--- src/rtl/if_stage_pkg.sv ---
// Shared constants for the instruction-fetch stage.
// Bus widths, FSM encodings and the PC alignment helper.
package if_stage_pkg;

    localparam int ADDR_BUS = 64;
    localparam int INST_BUS = 32;

    localparam logic [ADDR_BUS-1:0] ZERO_64      = '0;
    localparam logic [ADDR_BUS-1:0] RESET_PC_VAL = 64'h0000_0000_3000_0000;

    localparam logic [1:0] IF_REQ  = 2'd0;
    localparam logic [1:0] IF_WAIT = 2'd1;
    localparam logic [1:0] IF_DROP = 2'd2;

    function automatic logic [ADDR_BUS-1:0] align_pc(
        input logic [ADDR_BUS-1:0] pc
    );
        return {pc[ADDR_BUS-1:2], 2'b00};
    endfunction

endpackage

--- src/rtl/if_skid_buf.sv ---
// One-entry PC+instruction holding buffer used while decode stalls.
// Clear and drain both empty it; clear wins over load.
module if_skid_buf
    import if_stage_pkg::*;
(
    input  logic                clk,
    input  logic                rst_n,
    input  logic                load,
    input  logic                drain,
    input  logic                clear,
    input  logic [ADDR_BUS-1:0] load_pc,
    input  logic [INST_BUS-1:0] load_inst,
    output logic                valid,
    output logic [ADDR_BUS-1:0] pc,
    output logic [INST_BUS-1:0] inst
);

    always_ff @(posedge clk or negedge rst_n) begin
        if (!rst_n) begin
            valid <= 1'b0;
            pc    <= ZERO_64;
            inst  <= '0;
        end else if (clear || drain) begin
            valid <= 1'b0;
        end else if (load) begin
            valid <= 1'b1;
            pc    <= load_pc;
            inst  <= load_inst;
        end
    end

endmodule

--- src/rtl/if_stage.sv ---
// Instruction fetch: one outstanding bus request, stale-response
// dropping on redirect, and the decode pipeline register.
module if_stage
    import if_stage_pkg::*;
#(
    parameter logic [ADDR_BUS-1:0] RESET_PC = RESET_PC_VAL
) (
    input  logic                clk,
    input  logic                rst,
    input  logic                stallD,
    input  logic                flushD,
    input  logic                redirectValid,
    input  logic [ADDR_BUS-1:0] redirectPc,
    output logic                instReqValid,
    input  logic                instReqReady,
    output logic [ADDR_BUS-1:0] instReqAddr,
    input  logic                instRespValid,
    input  logic [INST_BUS-1:0] instRespData,
    output logic [ADDR_BUS-1:0] pcD,
    output logic [INST_BUS-1:0] instD
);

    logic [1:0]          state;
    logic [ADDR_BUS-1:0] pc_f;
    logic [ADDR_BUS-1:0] req_pc;
    logic [ADDR_BUS-1:0] redirect_tgt;
    logic                req_fire;
    logic                deliver;
    logic                buf_load;
    logic                buf_drain;
    logic                buf_valid;
    logic [ADDR_BUS-1:0] buf_pc;
    logic [INST_BUS-1:0] buf_inst;

    assign redirect_tgt = align_pc(redirectPc);

    // Gated by reset so nothing is requested while the core is held.
    assign instReqValid = rst & (state == IF_REQ) & ~buf_valid;
    assign instReqAddr  = pc_f;
    assign req_fire     = instReqValid & instReqReady;

    assign deliver   = (state == IF_WAIT) & instRespValid & ~redirectValid;
    assign buf_load  = deliver & (stallD | flushD);
    assign buf_drain = buf_valid & ~flushD & ~stallD;

    always_ff @(posedge clk or negedge rst) begin
        if (!rst) begin
            state  <= IF_REQ;
            pc_f   <= RESET_PC;
            req_pc <= ZERO_64;
        end else begin
            if (redirectValid) begin
                pc_f <= redirect_tgt;
            end else if (deliver) begin
                pc_f <= req_pc + 64'd4;
            end
            case (state)
                IF_REQ: begin
                    if (req_fire) begin
                        req_pc <= pc_f;
                        state  <= redirectValid ? IF_DROP : IF_WAIT;
                    end
                end
                IF_WAIT: begin
                    if (instRespValid) begin
                        state <= IF_REQ;
                    end else if (redirectValid) begin
                        state <= IF_DROP;
                    end
                end
                IF_DROP: begin
                    if (instRespValid) begin
                        state <= IF_REQ;
                    end
                end
                default: state <= IF_REQ;
            endcase
        end
    end

    always_ff @(posedge clk or negedge rst) begin
        if (!rst) begin
            pcD   <= ZERO_64;
            instD <= '0;
        end else if (flushD) begin
            pcD   <= ZERO_64;
            instD <= '0;
        end else if (!stallD) begin
            if (buf_valid) begin
                pcD   <= buf_pc;
                instD <= buf_inst;
            end else if (deliver) begin
                pcD   <= req_pc;
                instD <= instRespData;
            end else begin
                pcD   <= ZERO_64;
                instD <= '0;
            end
        end
    end

    if_skid_buf u_skid (
        .clk       (clk),
        .rst_n     (rst),
        .load      (buf_load),
        .drain     (buf_drain),
        .clear     (redirectValid),
        .load_pc   (req_pc),
        .load_inst (instRespData),
        .valid     (buf_valid),
        .pc        (buf_pc),
        .inst      (buf_inst)
    );

endmodule

--- config.mk ---
export PLATFORM = sky130hd
export DESIGN_NAME = if_stage
export DESIGN_NICKNAME = d
export VERILOG_FILES = /design/src/rtl/if_stage_pkg.sv /design/src/rtl/if_skid_buf.sv /design/src/rtl/if_stage.sv
export SDC_FILE = /design/constraint.sdc
export NUM_CORES = 1
export LEC_CHECK = 0
export CORE_MARGIN = 8
export CORE_UTILIZATION = 53
export DETAILED_ROUTE_END_ITERATION = 6
export PLACE_DENSITY_LB_ADDON = 0.12
export SETUP_SLACK_MARGIN = 0.4
export SLEW_MARGIN = 10
export SYNTH_ARGS = -nofsm -noshare
export SYNTH_HDL_FRONTEND = slang
export SYNTH_SLANG_ARGS = --single-unit
--- constraint.sdc ---
create_clock -name clk -period 2.3 [get_ports clk]
set_clock_uncertainty 0.1 [all_clocks]
set_input_delay 0.46 -clock clk [delete_from_list [all_inputs] [get_ports clk]]
set_output_delay 0.46 -clock clk [all_outputs]
set_load 0.01 [all_outputs]
# Yosys cells after proc, flatten, opt, wreduce, memory -nomap -nowiden
# Index checks and enable logic that the tools add are counted.
[word_totals]
reg_bits = 323
latch_bits = 0
ram_bits = 0
rom_bits = 0
out_inout_bits = 161
n_memories = 0
[classes]
addsub = 1
n_mul = 0
n_div = 0
n_lt_le_gt_ge = 0
n_eq_ne = 6
shift = 0
n_mux = 18
bitwise_logic = 14
reduce_logical = 7
[ops]
columns = ["cell", "count"]
rows = [
  ["$mux 64", 6],
  ["$mux 32", 4],
  ["$add 64x3->64 const B", 1],
  ["$mux 2", 5],
  ["$and 1x1->1", 8],
  ["$pmux 2 s3", 1],
  ["$not 1->1", 5],
  ["$ne 2x2->1 const B", 2],
  ["$reduce_and 2->1", 2],
  ["$reduce_bool 2->1", 2],
  ["$ne 3x3->1 const B", 1],
  ["$reduce_and 3->1", 1],
  ["$eq 2x1->1 const B", 1],
  ["$eq 2x2->1 const B", 1],
  ["$logic_not 2->1", 1],
  ["$mux 1", 2],
  ["$ne 2x1->1 const B", 1],
  ["$logic_or 1x1->1", 1],
  ["$or 1x1->1", 1],
]

# Longest topological paths before layout
# Gate-level depths: netlist (run 1).
[logic_depth]
ltp_word = 7
depth_mapped = 8

# By module
# Synthesis (run 1) repeated with hierarchy kept, for this count alone.
[hier_totals]
hier_cells = 1181
hier_area_um2 = 14138.6
[by_module_without_submodules]
columns = ["mod", "instances", "cells_each", "area_each_um2", "seq_area_each_um2"]
rows = [
  ["if_stage", 1, 975, 10531.4, 5657.9],
  ["if_skid_buf", 1, 206, 3607.2, 2427.3],
]

# Worst setup path before layout (run 1)
# Ideal clock, no wire load.
[synth_path]
kind = "register to register"
from = "reg u_skid.valid"
to = "reg req_pc[13]"
setup_time_ps = 125
t_arrival_ps = 1929
required_time_ps = 2075
path_slack_ps = 146
path_stages_with_launch = 7
n_path_buf = 3
path_cell_list = "dfrtp_1 -> clkbuf_1 -> nor4b_1 -> nand2_1 -> clkbuf_1 -> clkbuf_1 -> mux2_2"
[synth_via]
elab_chain_cells = 4
[synth_rtl]
columns = ["item", "line_no", "source"]
rows = [
  ["start, declared", "if_skid_buf.sv:13", "output logic valid,"],
  ["start signal, assigned", "if_skid_buf.sv:20", "valid <= 1'b0;"],
  ["start signal, assigned", "if_skid_buf.sv:24", "valid <= 1'b0;"],
  ["start signal, assigned", "if_skid_buf.sv:26", "valid <= 1'b1;"],
  ["$not 1->1", "if_stage.sv:38", "assign instReqValid = rst & (state == IF_REQ) & ~buf_valid;"],
  ["$and 1x1->1", "if_stage.sv:38", ""],
  ["net instReqValid", "if_stage.sv:14", "output logic instReqValid,"],
  ["$and 1x1->1", "if_stage.sv:40", "assign req_fire = instReqValid & instReqReady;"],
  ["$reduce_and 2->1 (no line)", "n/a", ""],
  ["end signal, assigned", "if_stage.sv:60", "req_pc <= pc_f;"],
  ["end, declared", "if_stage.sv:25", "logic [ADDR_BUS-1:0] req_pc;"],
]
# The timed path passes the listed nets, and every way through them passes these cells.
# A chain may end at the register's enable or synchronous reset.

# Worst setup path after layout (run 1)
[layout_path]
from = "reg state[1]"
to = "out instReqValid"
[layout_via]
elab_chain_cells = 3
[layout_rtl]
columns = ["item", "line_no", "source"]
rows = [
  ["start, declared", "if_stage.sv:23", "logic [1:0] state;"],
  ["start signal, assigned", "if_stage.sv:61", "state <= redirectValid ? IF_DROP : IF_WAIT;"],
  ["$logic_not 2->1", "if_stage.sv:38", ""],
  ["$and 1x1->1 (2 in series)", "if_stage.sv:38", ""],
  ["end, declared", "if_stage.sv:14", ""],
]
# Every way passes these cells.

==> reports/metrics.cfg, run 1 <==
[critical_path]
end_kind = output pin
start_kind = register
cp_data_arrival_time_ns = 1.64
reg2reg_from = req_pc[2]$_DFFE_PN0P_
worstSetupPathType = register to output pin
r2r_cells = 8
worstSetupStartpoint = state[1]$_DFFE_PN0P_
path_max_fanout = 3
critPathRequiredTime_ns = 1.74

[sta]
fmax_ghz = 0.455
finalHoldViolCount = 0
maxSlewViolCount = 0
fin_crit_ns = 2.20
fin_setup_tns_ns = 0
setup_viol = 0
slew_headroom = 0.155
rsz0062_at_grt = true
finalCritPeriodShare = 0.955
tightest_slew_ns = 1.27

[placement]
globalplace.congestion = 0.817
dp_hpwl_um = 27400
portBuffers = 261
dp_cells = 1952
dpl_cell_area_um2 = 18700

[yosys]
ys_seq_area_frac = 0.546
syn_nets = 1416
synth_top_area_cell = dfrtp_1
synth_top_area_share = 0.543
avgSynthCellArea_um2 = 11.3
netlist_instances = 1312
synth_ff_type = dfrtp_1
synth-seq-cells = 323
ys_top_cells_by_area = dfrtp_1 (54%), mux2_2 (12%), a221oi_1 (5.7%)
async_reset_ff_frac = 1.00
yosysUniqueCellTypes = 48
ys_warn_count = 0
syn_area_um2 = 14800
synth-edff-count = 0

[clocking]
clock-root-buffer = clkbuf_16
htreeDepth = 2
cts_tree = yes
numCtsBuffers = 35
insertion_delay_ns = 0.52
clock_sink_count = 323
clk_pin_slew_worst_paths_ns = 0.06
cts_buffer_depth = 3

[grt]
grt_use_total = 0.278
grt_overflow = 0
grt_pass1_vias = 13200
grt_max_degree = 193
grt_pass1_wl_um = 74400
antenna_found_initial = 0

[power_and_ir_drop]
power_density_nw_per_um2 = 822
peakVddDrop_uv = 542
p_leak_nw = 10.5
total_power_w = 0.0190

[drt]
dr_total_vias = 13100
post-route-drc-count = 0
dr.pass1.iters = 7
vias_per_cell = 6.18
drtAntennaViolNets = 0
avgRoutedWirePerCell_um = 25.5
finalWirelength_um = 54000
dr.first_iter.drc_count = 1032

[cells_and_area]
final_common_cell = dfrtp_1
area.growth.synth_to_final_pct = 55.7
drive_above_1_share = 0.360
fin_cells = 2113
mostFrequentLayoutCells = dfrtp_1 (315), dlygate4sd2_1 (157), buf_4 (123)
antenna-diode-count = 0
final_area_um2 = 23100
layout.nets = 1815

[die]
core_um2 = 27600
die_h_um = 183
pin_count = 264
row_count = 61
die_w_um = 183
die-area_um2 = 33500
initial_core_util = 0.536

[worst_hold_path]
hold_path_class = primary input to register
hold_path_depth = 3
min-delay-start = stallD

[status]
status = finished, final reports clean

[run]
cap_violations = 0

## final timing paths
| path | to | slack, ns |
|---|---|---|
| max | instReqValid | 0.10 |
| min | u_skid.valid$_DFFE_PN0P_ | 0.27 |
| max reg2reg | instReqAddr[63]$_DFFE_PN0P_ | 0.11 |
| min reg2reg | u_skid.inst[9]$_DFFE_PN0P_ | 0.42 |
| max in group asynchronous | u_skid.pc[38]$_DFFE_PN0P_ | 0.45 |
| min in group asynchronous | instD[27]$_DFFE_PN0P_ | 0.53 |
## kinds of logic (layout without fill, tap and decap cells)
| kind of cell | Yosys count | count (layout) | share of synthesized area |
|---|---|---|---|
| AO/OA/AOI/OAI | 194 | 194 | 0.0997 |
| flip-flops | 323 | 323 | 0.546 |
| multiplexers | 166 | 166 | 0.126 |
| adder cells (fa/ha/maj) | 1 | 1 | 0.000845 |
| AND/OR/NAND/NOR | 457 | 457 | 0.164 |
| buffers and inverters | 118 | 541 | 0.0326 |
| XOR/XNOR | 53 | 53 | 0.0313 |
## cell usage after synthesis, drive strengths merged, types with 2 or more instances
cell,n
dfrtp,321
mux2,161
nor3,121
nand2,107
nor2b,97
a221oi,96
clkbuf,87
xnor2,41
nor2,40
o21ai,31
o221ai,26
a21oi,24
nand3,24
buf,22
nand4,17
nor4,15
xor2,12
nor3b,9
or3,9
inv,8
and3,7
o31ai,6
mux2i,5
a21o,4
and4,3
or2,3
a211oi,2
a311oi,2
and2,2
dfstp,2
## worst max-delay path: stages, from the launching register on
cell and delay [ns]:
dfrtp_1 0.42, buf_4 0.16, nor4b_4 0.32, buf_2 0.22
## what timing repair did
action	in CTS	in global routing
endpoints found under the setup margin	395	409
setup buffers	32	42
cloned	16	9
hold endpoints to repair	22	0
hold buffers	1	0
pin swaps	39	109
gates resized for setup	304	251
## sequential cells by signal (all words and copies together) (netlist names)
name and flops:
instReqAddr 64, pcD 64, req_pc 64, u_skid.pc 64, instD 32, u_skid.inst 32, state 2, u_skid.valid 1
## where the power goes
group / leakage (nW) / internal (W) / switching [W]
Sequential: 4.14 / 0.00685 / 0.00116
Clock: 0.606 / 0.00377 / 0.00234
Combinational: 5.75 / 0.00261 / 0.00224
Total: 10.5 / 0.0132 / 0.00574
## routing by layer
metal / track usage / up-vias / routed length, um / share of wire
met2: 0.461 / 659 / 26400 / 0.49
li1: - / 5585 / - / -
met5: 0 / - / 0 / 0
met3: 0.0495 / 164 / 3910 / 0.072
met1: 0.362 / 6657 / 21400 / 0.40
met4: 0.101 / 0 / 2280 / 0.042
## stage by stage
stage	util	hold WS (ns)	setup slack (ns)
2_1_floorplan	-	0.0644	0.263
3_3_place_gp	0.676	0.382	-0.306
3_5_place_dp	0.676	0.385	-0.357
4_1_cts	0.764	0.261	0.128
5_1_grt	0.834	0.297	0.0152
6_report	0.834	0.269	0.105
## cell type report
type                       instances  area (um^2)
fill                            1424         4580
sequential                       323         8100
multi-input combinational        871         8190
tap                              378          473
inverter                           8         30.0
clock inverter                    14          225
timing repair buffer             472         5020
clock buffer                      47         1010
Note: power is estimated with default switching activity, not from simulation.
==> run 2, diff against run 1 <==
--- a/config.mk
+++ b/config.mk
@@ -5,11 +5,13 @@
 export SDC_FILE = /design/constraint.sdc
 export NUM_CORES = 1
 export LEC_CHECK = 0
+export CORE_ASPECT_RATIO = 0.9
 export CORE_MARGIN = 8
 export CORE_UTILIZATION = 53
 export DETAILED_ROUTE_END_ITERATION = 6
 export PLACE_DENSITY_LB_ADDON = 0.12
 export SETUP_SLACK_MARGIN = 0.4
+export SKIP_CTS_REPAIR_TIMING = 1
 export SLEW_MARGIN = 10
 export SYNTH_ARGS = -nofsm -noshare
 export SYNTH_HDL_FRONTEND = slang
==> run 2 against run 1 <==
Largest power group unchanged. Global-route usage down 3.0 points. Routed wire length is 9.3% lower. Non-clock buffer count shrank 54. Sequential cell count unchanged. Design area down 3.6%. Sequential power fell by 0.9%. Critical endpoint is now instReqAddr[33]$_DFFE_PN0P_. The run now ends with negative hold slack left. Die area about the same. Final cell count down 3.2%. Worst hold slack worse by 0.34 ns.
==> reports/metrics.cfg, run 2 (synthesized netlist as in run 1, its figures left out) <==
[die]
core_um2 = 27700  ; +0.34%
pin_count = 264  ; unchanged
initial_core_util = 0.534  ; -0.00179
die_h_um = 175  ; -4.7%
die-area_um2 = 33500  ; about the same
die_w_um = 192  ; +4.9%
row_count = 58  ; -4.9%

[critical_path]
end_kind = register
cp_slowest_cell = dfrtp_2
start_kind = register
critPathRequiredTime_ns = 2.57  ; +0.83 ns
worstSetupPathType = register to register
crit_chain = nand4_1, nor4_4, nand4_4, buf_6, nor3_1, xnor2_1, o21ai_0
reg2reg_from = req_pc[17]$_DFFE_PN0P_
cp_data_arrival_time_ns = 2.55  ; +0.91 ns
r2r-end = instReqAddr[33]$_DFFE_PN0P_
critical_path.top_delay_family = simple AND/OR/NAND/NOR gates
worst-path-buf-inv = 1  ; -1
r2r_slack_ns = 0.01  ; -0.10 ns
path_max_fanout = 5  ; +2
slowest_delay_ns = 0.41  ; about the same
r2r_cells = 7  ; -1

[cells_and_area]
layout.nets = 1761  ; -3.0%
seqCellArea_um2 = 8100  ; about the same
area.growth.synth_to_final_pct = 50.0
multi_input_area_um2 = 7840  ; -4.4%
final_common_cell = dfrtp_1
fill_cells = 1640  ; +15%
mostFrequentLayoutCells = dfrtp_1 (311), clkdlybuf4s50_1 (239), nand2_1 (102)
drive_above_1_share = 0.326  ; -0.0340
fin_util = 0.801  ; -0.0331
fin_cells = 2046  ; -3.2%

[clocking]
clk_pin_slew_worst_paths_ns = 0.07  ; about the same
htreeDepth = 2  ; unchanged
numCtsBuffers = 35  ; unchanged
clock-root-buffer = clkbuf_16
cts_tree = yes
cts_buffer_depth = 3  ; unchanged
insertion_delay_ns = 0.51  ; about the same
clock_sink_count = 323  ; unchanged

[power_and_ir_drop]
total_power_w = 0.0184  ; -2.9%
peakVddDrop_uv = 482  ; -11%
p_leak_nw = 9.56  ; -8.9%
power_density_nw_per_um2 = 829  ; +0.79%

[grt]
grt_pass1_wl_um = 66900  ; -10%
grt_pass1_vias = 12000  ; -8.5%
grt_use_total = 0.247  ; -0.0302
grt_max_degree = 193  ; unchanged
antenna_found_initial = 3  ; +3
grt_overflow = 0  ; unchanged

[drt]
dr_total_vias = 12500  ; -4.3%
drtAntennaViolNets = 0  ; unchanged
dr.pass1.iters = 5  ; -2
dr_wl_met2_um = 24000  ; -8.9%
wl_met1_um = 20500  ; -4.2%
dr.first_iter.drc_count = 968  ; -6.2%
route.met3.wl_um = 3090  ; -21%
finalWirelength_um = 49000  ; -9.3%
vias_per_cell = 6.11  ; -1.2%
top_layer_used = met4
post-route-drc-count = 0  ; unchanged
avgRoutedWirePerCell_um = 23.9  ; -6.3%

[placement]
dp_hpwl_um = 27800  ; +1.7%
dp_cells = 1930  ; -1.1%
globalplace.congestion = 0.852  ; +4.2%
portBuffers = 261  ; unchanged

[sta]
finalHoldViolCount = 24  ; +24
setup_viol = 0  ; unchanged
finalCritPeriodShare = 0.994  ; +0.0391
fin_crit_ns = 2.29  ; +0.0899 ns
whs_ns = -0.0742  ; -0.343 ns
slew_headroom = 0.245  ; +0.0903
maxSlewViolCount = 0  ; unchanged
fmax_ghz = 0.438  ; -3.9%
rsz0062_at_grt = true
tightest_slew_ns = 1.13  ; -0.135 ns

[worst_hold_path]
hold_path_class = primary input to asynchronous set/reset pin

[status]
status = finished, violations left
violations = negative hold slack

[run]
cap_violations = 0  ; unchanged

## run 2: changes by cell type in the layout (fill, tap and decap cells not counted), moves of 14 or more
| cell | previous run | this run |
|---|---|---|
| buf_6 | 29 | 13 |
| clkdlybuf4s50_1 | 95 | 239 |
| dlygate4sd2_1 | 157 | 0 |
| buf_4 | 123 | 93 |
| dlymetal6s2s_1 | 2 | 18 |
| buf_16 | 17 | 0 |
| a221oi_1 | 38 | 52 |
## run 2: metal layers
metal	track usage	vias up
li1	-	5479
met1	0.333	6444
met2	0.397	479
met3	0.0491	95
met4	0.0786	0
met5	0	-
## run 2: worst max-delay path by stage
stage / start / to / depth (start not counted)
after global routing: req_pc[20]$_DFFE_PN0P_ / instReqAddr[51]$_DFFE_PN0P_ / 8
after CTS: u_skid.valid$_DFFE_PN0P_ / instReqValid / 2
after detailed placement: instRespValid / u_skid.pc[54]$_DFFE_PN0P_ / 7
after floorplan: req_pc[38]$_DFFE_PN0P_ / instReqAddr[50]$_DFFE_PN0P_ / 8
after global placement: instRespValid / u_skid.pc[16]$_DFFE_PN0P_ / 7
final: req_pc[17]$_DFFE_PN0P_ / instReqAddr[33]$_DFFE_PN0P_ / 7
## run 2: through the flow
step | TNS (ns) | setup slack (ns) | instance area, um^2
after floorplan | 0 | 0.263 | 15000
after global placement | -33.64 | -0.238 | 18600
after detailed placement | -37.16 | -0.262 | 18600
after CTS | -0.383 | -0.243 | 19800
after global routing | -0.386 | -0.0884 | 22200
final | 0 | 0.0146 | 22200
## run 2: report_power, final
group / internal [W] / total [W] / switching (W)
Clock: 0.00354 / 0.00590 / 0.00237
Sequential: 0.00685 / 0.00793 / 0.00108
Combinational: 0.00255 / 0.00458 / 0.00204
## run 2: worst reg2reg max path: cells and delay by family, from the launching register on
family / cells / cell delay (ns)
and+or+nand+nor: 4 / 1.16
DFF: 1 / 0.41
buffers and inverters: 1 / 0.19
xor gates and xnor gates: 1 / 0.18
AOI/OAI and AO/OA: 1 / 0.10
## run 2: final cells by class
class | count | share of cell area
Clock buffer | 48 | 0.0453
Antenna cell | 3 | 0.000338
Inverter | 8 | 0.00135
Multi-Input combinational cell | 871 | 0.353
Tap cell | 360 | 0.0203
Clock inverter | 15 | 0.00851
Timing Repair Buffer | 418 | 0.207
Sequential cell | 323 | 0.365
